<file path="src/rtl/io_master.sv">
// io_master: bus initiator for the memory-mapped switch/LED IO peripheral.
//
// On start it polls the peripheral status register until switch data is
// ready, then reads the switch low and high bytes. It combines them with
// the operation selected by OP and writes the 12-bit result to the LED
// register. If status never becomes ready within POLL_MAX polls, it raises
// a sticky error flag and makes no LED write.
//
// Optional feature (compile-time macro IO_MASTER_WAIT_ACK_EN): after the
// LED write, poll status bit 0 until the operator latches the LED. The same
// POLL_MAX timeout applies; a timeout here leaves the LED already written.
//
// Parameters:
//   OP        byte operation: 0 hi+lo, 1 hi-lo, 2 hi*lo, 3 {hi[3:0],lo}
//   POLL_MAX  status polls allowed before timeout (>= 1)
//
// Ports:
//   clk         system clock
//   reset       asynchronous active-low reset
//   start       begin a transaction (sampled only in IDLE)
//   pRead       read strobe to the peripheral
//   pWrite      write strobe to the peripheral
//   addr        register select: 00 status, 01 LED, 10 switch lo, 11 switch hi
//   pWriteData  LED write data (mirrors result)
//   pReadData   read data, combinational from the peripheral
//   busy        high in every state except IDLE
//   done        one-cycle pulse on successful completion
//   error       sticky timeout flag, cleared by the next accepted start
//   result      last computed result
module io_master #(
  parameter int unsigned OP       = 2,
  parameter int unsigned POLL_MAX = 16
) (
  input  logic        clk,
  input  logic        reset,
  input  logic        start,
  output logic        pRead,
  output logic        pWrite,
  output logic [1:0]  addr,
  output logic [11:0] pWriteData,
  input  logic [31:0] pReadData,
  output logic        busy,
  output logic        done,
  output logic        error,
  output logic [11:0] result
);

  localparam int unsigned CntW = (POLL_MAX > 1) ? $clog2(POLL_MAX) : 1;
  localparam logic [CntW-1:0] CntMax = CntW'(POLL_MAX - 1);

  localparam logic [1:0] AddrStatus = 2'b00;
  localparam logic [1:0] AddrLed    = 2'b01;
  localparam logic [1:0] AddrSwLo   = 2'b10;
  localparam logic [1:0] AddrSwHi   = 2'b11;

  typedef enum logic [3:0] {
    StIdle,
    StPoll,
    StRdLo,
    StRdHi,
    StExec,
    StWr,
    StDone,
    StErr,
    StWaitAck
  } state_e;

  state_e          state_q, state_d;
  logic [CntW-1:0] cnt_q, cnt_d;
  logic [7:0]      lo_q, lo_d;
  logic [7:0]      hi_q, hi_d;
  logic [11:0]     result_q, result_d;
  logic            error_q, error_d;

  logic            pread_q, pread_d;
  logic            pwrite_q, pwrite_d;
  logic [1:0]      addr_q, addr_d;
  logic            busy_q, busy_d;
  logic            done_q, done_d;

  logic [11:0]     op_result;

  // Only the low byte and the two status bits carry information.
  logic unused_rdata;
  assign unused_rdata = ^{pReadData[31:8], pReadData[0]};

  // Byte operation; OP is fixed at elaboration so only one arm survives.
  always_comb begin
    case (OP)
      0:       op_result = {3'b000, ({1'b0, hi_q} + {1'b0, lo_q})};
      1:       op_result = {4'h0, hi_q} - {4'h0, lo_q};
      // 12-bit product equals the low 12 bits of the full 16-bit product.
      2:       op_result = {4'h0, hi_q} * {4'h0, lo_q};
      default: op_result = {hi_q[3:0], lo_q};
    endcase
  end

  // Next-state logic.
  always_comb begin
    state_d  = state_q;
    cnt_d    = cnt_q;
    lo_d     = lo_q;
    hi_d     = hi_q;
    result_d = result_q;
    error_d  = error_q;

    unique case (state_q)
      StIdle: begin
        if (start) begin
          state_d = StPoll;
          cnt_d   = '0;
          error_d = 1'b0;
        end
      end
      StPoll: begin
        if (pReadData[1]) begin
          state_d = StRdLo;
        end else if (cnt_q == CntMax) begin
          state_d = StErr;
          error_d = 1'b1;
        end else begin
          cnt_d = cnt_q + 1'b1;
        end
      end
      StRdLo: begin
        lo_d    = pReadData[7:0];
        state_d = StRdHi;
      end
      StRdHi: begin
        hi_d    = pReadData[7:0];
        state_d = StExec;
      end
      StExec: begin
        result_d = op_result;
        state_d  = StWr;
      end
      StWr: begin
`ifdef IO_MASTER_WAIT_ACK_EN
        state_d = StWaitAck;
        cnt_d   = '0;
`else
        state_d = StDone;
`endif
      end
`ifdef IO_MASTER_WAIT_ACK_EN
      StWaitAck: begin
        if (pReadData[0]) begin
          state_d = StDone;
        end else if (cnt_q == CntMax) begin
          state_d = StErr;
          error_d = 1'b1;
        end else begin
          cnt_d = cnt_q + 1'b1;
        end
      end
`endif
      StDone: state_d = StIdle;
      StErr:  state_d = StIdle;
      default: state_d = StIdle;
    endcase
  end

  // Bus outputs are decoded from the next state and registered, so each
  // strobe/address is stable for the whole cycle of the state it belongs to.
  always_comb begin
    pread_d  = 1'b0;
    pwrite_d = 1'b0;
    addr_d   = AddrStatus;
    done_d   = 1'b0;
    busy_d   = (state_d != StIdle);

    unique case (state_d)
      StPoll: pread_d = 1'b1;
      StRdLo: begin
        pread_d = 1'b1;
        addr_d  = AddrSwLo;
      end
      StRdHi: begin
        pread_d = 1'b1;
        addr_d  = AddrSwHi;
      end
      StWr: begin
        pwrite_d = 1'b1;
        addr_d   = AddrLed;
      end
`ifdef IO_MASTER_WAIT_ACK_EN
      StWaitAck: pread_d = 1'b1;
`endif
      StDone: done_d = 1'b1;
      default: ;
    endcase
  end

  always_ff @(posedge clk or negedge reset) begin
    if (!reset) begin
      state_q  <= StIdle;
      cnt_q    <= '0;
      lo_q     <= '0;
      hi_q     <= '0;
      result_q <= '0;
      error_q  <= 1'b0;
      pread_q  <= 1'b0;
      pwrite_q <= 1'b0;
      addr_q   <= AddrStatus;
      busy_q   <= 1'b0;
      done_q   <= 1'b0;
    end else begin
      state_q  <= state_d;
      cnt_q    <= cnt_d;
      lo_q     <= lo_d;
      hi_q     <= hi_d;
      result_q <= result_d;
      error_q  <= error_d;
      pread_q  <= pread_d;
      pwrite_q <= pwrite_d;
      addr_q   <= addr_d;
      busy_q   <= busy_d;
      done_q   <= done_d;
    end
  end

  assign pRead      = pread_q;
  assign pWrite     = pwrite_q;
  assign addr       = addr_q;
  assign pWriteData = result_q;
  assign busy       = busy_q;
  assign done       = done_q;
  assign error      = error_q;
  assign result     = result_q;

endmodule

</file>
<file path="config.mk">
export PLATFORM = sky130hd
export DESIGN_NAME = io_master
export DESIGN_NICKNAME = d
export VERILOG_FILES = /design/src/rtl/io_master.sv
export SDC_FILE = /design/constraint.sdc
export NUM_CORES = 1
export LEC_CHECK = 0
export BUFFER_PORTS_ARGS = -buffer_cell sky130_fd_sc_hd__buf_2
export CORE_ASPECT_RATIO = 1.5
export CORE_MARGIN = 1
export CORE_UTILIZATION = 27
export DETAILED_ROUTE_END_ITERATION = 16
export SLEW_MARGIN = 20
export SYNTH_ARGS = -nofsm -noshare
export SYNTH_HDL_FRONTEND = slang
export SYNTH_SLANG_ARGS = --single-unit
</file>
<file path="constraint.sdc">
create_clock -name clk -period 4.7 [get_ports clk]
set_input_delay 0.47 -clock clk [delete_from_list [all_inputs] [get_ports clk]]
set_output_delay 0.47 -clock clk [all_outputs]
set_load 0.01 [all_outputs]
</file>
==> reports/qor.tcl <==
set qor(dp.final_hpwl_um) 5070
set qor(placed_area_um2) 3740
set qor(muxShareOfSynthArea_pct) 5.49
set qor(floorplan.die.width_um) 94.5
set qor(power.static_leakage_nw) 2.05
set qor(tritoncts) {done}
set qor(overflow) 0
set qor(cts_hold_buffers) 0
set qor(slew_viol_final) 0
set qor(gpl_wtd_cong) 0.795
set qor(fillers) 1314
set qor(hold_path.class) {in -> async}
set qor(fp.dieArea_um2) 13300
set qor(n_antenna_cell) 0
set qor(ys_seq_elements) 43
set qor(dpl.cell_count) 535
set qor(multi_input_comb_area_um2) 2060
set qor(dieHeight_um) 141
set qor(synth_adder_area_share_pct) 26.6
set qor(longest_individual_stage_delay_on_the_worst_path_ns) 0.55
set qor(largest_family_of_logic_cells_by_synthesized_area) {adder cells}
set qor(transition_time_at_the_pin_with_the_least_slew_margin_ns) 0.812
set qor(seq_area_frac_synth_pct) 31.1
set qor(ir_drop_v) 0.000195
set qor(io-pin-count) 66
set qor(dominantRegCellSynth) {sky130_fd_sc_hd__dfrtp_1}
set qor(cts_root_buf) {sky130_fd_sc_hd__clkbuf_16}
set qor(r2r.worst_path.cells) 12
set qor(deepest_clock_path_buffer_count) 2
set qor(row_count) 50
set qor(run_status) {finished clean}
set qor(slew_headroom_pct) 45.7
set qor(reg2reg_to) {pWriteData[11]}
set qor(netlist.top_cell.by_area) {sky130_fd_sc_hd__dfrtp_1}
set qor(synth_compound_area_share_pct) 6.29
set qor(final-setup-viol-count) 0
set qor(clock_pin_slew_on_the_worst_setup_and_hold_paths_ns) 0.07
set qor(r2r_setup_slack_ns) 0.64
set qor(crit_top_cell) {sky130_fd_sc_hd__fa_1}
set qor(r2r-start) {hi_q[3]}
set qor(synth.cell_area_um2) 3460
set qor(synth_most_common_cell) {sky130_fd_sc_hd__inv_1}
set qor(vias) 2364
set qor(final_design_area_no_fill_um2) 3940
set qor(power_mw) 2.08
set qor(postRouteWirelength_um) 6380
set qor(final_nets) 476
set qor(grt_start_max_net_pins) 44
set qor(first_pass_grt_wire_length_um) 11100
set qor(htreeDepth) 2
set qor(worst_ep_arrival_time_ns) 4.20
set qor(highest_clock_rate_mhz) 246
set qor(critical_path_cell_sequence) {and2_1 > fa_1 > fa_1 > fa_1 > inv_1 > fa_1 > inv_1 > ha_1 > or3_1 > o22ai_1 > xnor2_1 > o21ai_0}
set qor(number_of_drc_markers_after_the_initial_detailed_route_iteration) 117
set qor(layout.cells.non_filler) 543
set qor(hold_violations) 0
set qor(skew_pair_late_insertion_delay_ns) 0.29
set qor(synth.net_count) 445
set qor(netlist_instances) 355
set qor(final_period_minus_worst_setup_slack_ns) 4.06
set qor(initial_utilization_pct) 27.7
set qor(largest_cells_by_area_after_synthesis) {sky130_fd_sc_hd__dfrtp_1 31%, sky130_fd_sc_hd__fa_1 18%, sky130_fd_sc_hd__ha_1 8.7%}
set qor(post_synth_num_cell_types) 36
set qor(final_layout_size_suffix_gt1_share_pct) 18.9
set qor(timing.critical_path.slowest_stage_cell) {sky130_fd_sc_hd__fa_1}
set qor(area_growth_syn_to_layout_pct) 13.7
set qor(finClkSkew_ns) 0.00546
set qor(num_cts_buffers) 5
set qor(antenna_found_initial) 0
set qor(track_usage_pct) 10.6
set qor(whs_ns) 0.161
set qor(synthArstFlopShare_pct) 100
set qor(cts_sinks) 43
set qor(via_per_instance_ratio) 4.35
set qor(drt-wirelength-per-cell_um) 11.8
set qor(dp_slack_ns) 0.631
set qor(drc_errors) 0
set qor(yosys_warnings) 0
set qor(layout_worst_path_cycle_share_pct) 86.5
set qor(critPathRequiredTime_ns) 4.84
set qor(drt_pass1_iterations) 4
set qor(final_core_util_pct) 31.5
set qor(drv_cap) 0
set qor(ctsResizeCount) 0
set qor(synth_xor_xnor_area_share_pct) 3.79
set qor(yosys-top-cells-count) {54 x sky130_fd_sc_hd__inv_1, 43 x sky130_fd_sc_hd__dfrtp_1, 43 x sky130_fd_sc_hd__nand2_1}
set qor(synth_enable_flop_cells) 0
set qor(grt_pass1_vias) 2360
set qor(drt.antenna.violating_nets) 0
set qor(crit_fanout) 9
set qor(layout.area.seq_um2) 1080
set qor(cts.repair_timing.setup_buffer_count) 0
set qor(timing.setup.tns_ns) 0
set qor(post_synth_and_or_nand_nor_area_fraction_pct) 17.2
set qor(port-buffer-count) 41
set qor(critPathKind) {reg -> reg}
set qor(synth_area_per_cell_um2) 9.76
set qor(setup_repair_after_global_routing_missed_its_margin) {no}
set qor(layout_setup_ws_ns) 0.635
set qor(powerDensity_nw_per_um2) 529
set qor(startpoint_type) {flop}
set qor(core-area_um2) 12500
set qor(critPathCaptureType) {flop}
set qor(post-synth-top-area-fraction_pct) 31.1
## cell families (layout without fill, tap and decap cells)
| family | Yosys count | in the layout |
|---|---|---|
| XOR/XNOR | 15 | 15 |
| AO/OA/AOI/OAI | 38 | 38 |
| other | 1 | 1 |
| buffers and inverters | 71 | 103 |
| adder cells (fa/ha/maj) | 55 | 55 |
| AND/OR/NAND/NOR | 115 | 115 |
| multiplexers | 17 | 17 |
| flip-flops | 43 | 43 |
## where the power goes
| group | switching, mW | total, mW | internal [mW] | leakage, nW |
|---|---|---|---|---|
| clock | 0.153 | 0.461 | 0.308 | 0.0959 |
| combinational | 0.547 | 1.02 | 0.471 | 1.38 |
| sequential | 0.146 | 0.603 | 0.457 | 0.572 |
## worst max path at each step
stage,from,to,cells past startpoint
after floorplan,lo_q[7],pWriteData[11],12
after global placement,hi_q[1],pWriteData[10],12
after detailed placement,hi_q[2],pWriteData[11],12
after CTS,hi_q[2],pWriteData[11],12
after global routing,hi_q[3],pWriteData[11],12
final,hi_q[3],pWriteData[11],12
## registers in the layout (all words and copies together), names as in the netlist
signal      cells
busy            1
done            1
hi_q            8
state_q         4
pWriteData     12
cnt_q           4
addr            2
lo_q            8
pRead           1
error           1
pWrite          1
## cell usage in the layout, fill, tap and decap left out, drive strengths merged, types with 5 or more instances in the layout
| cell | instances |
|---|---|
| mux2 | 16 |
| nand3 | 6 |
| o21ai | 15 |
| a21oi | 12 |
| nand2 | 43 |
| buf | 41 |
| and2 | 42 |
| fa | 31 |
| xnor2 | 11 |
| nor2 | 11 |
| inv | 55 |
| dfrtp | 43 |
| ha | 24 |
| clkbuf | 5 |
## routing by layer
| layer | vias up | global-route usage (%) | share of wire [%] |
|---|---|---|---|
| met4 | 0 | 4.23 | 2.3 |
| met3 | 11 | 2.16 | 4.8 |
| met1 | 1136 | 12.5 | 42 |
| li1 | 1159 | - | - |
| met5 | - | 0 | 0 |
| met2 | 58 | 18.5 | 51 |
## worst max-delay path, delay by kind of cell, from the launching register on
family / cells / cell delay (ns)
adder cells (fa/ha/maj): 5 / 2.33
AND/OR/NAND/NOR: 2 / 0.60
buffers and inverters: 2 / 0.09
flip-flops: 1 / 0.48
XOR/XNOR: 1 / 0.15
AO/OA/AOI/OAI: 2 / 0.26
## layout make-up
type	instances	share of cell area, %
clock inverters	3	1.81
well taps	156	4.96
inverters	54	5.15
flip-flops and latches	43	27.3
clock buffers	5	3.18
repair buffers	41	5.27
multi-input cells	241	52.3
No activity file was read; power rests on OpenSTA's default activity.
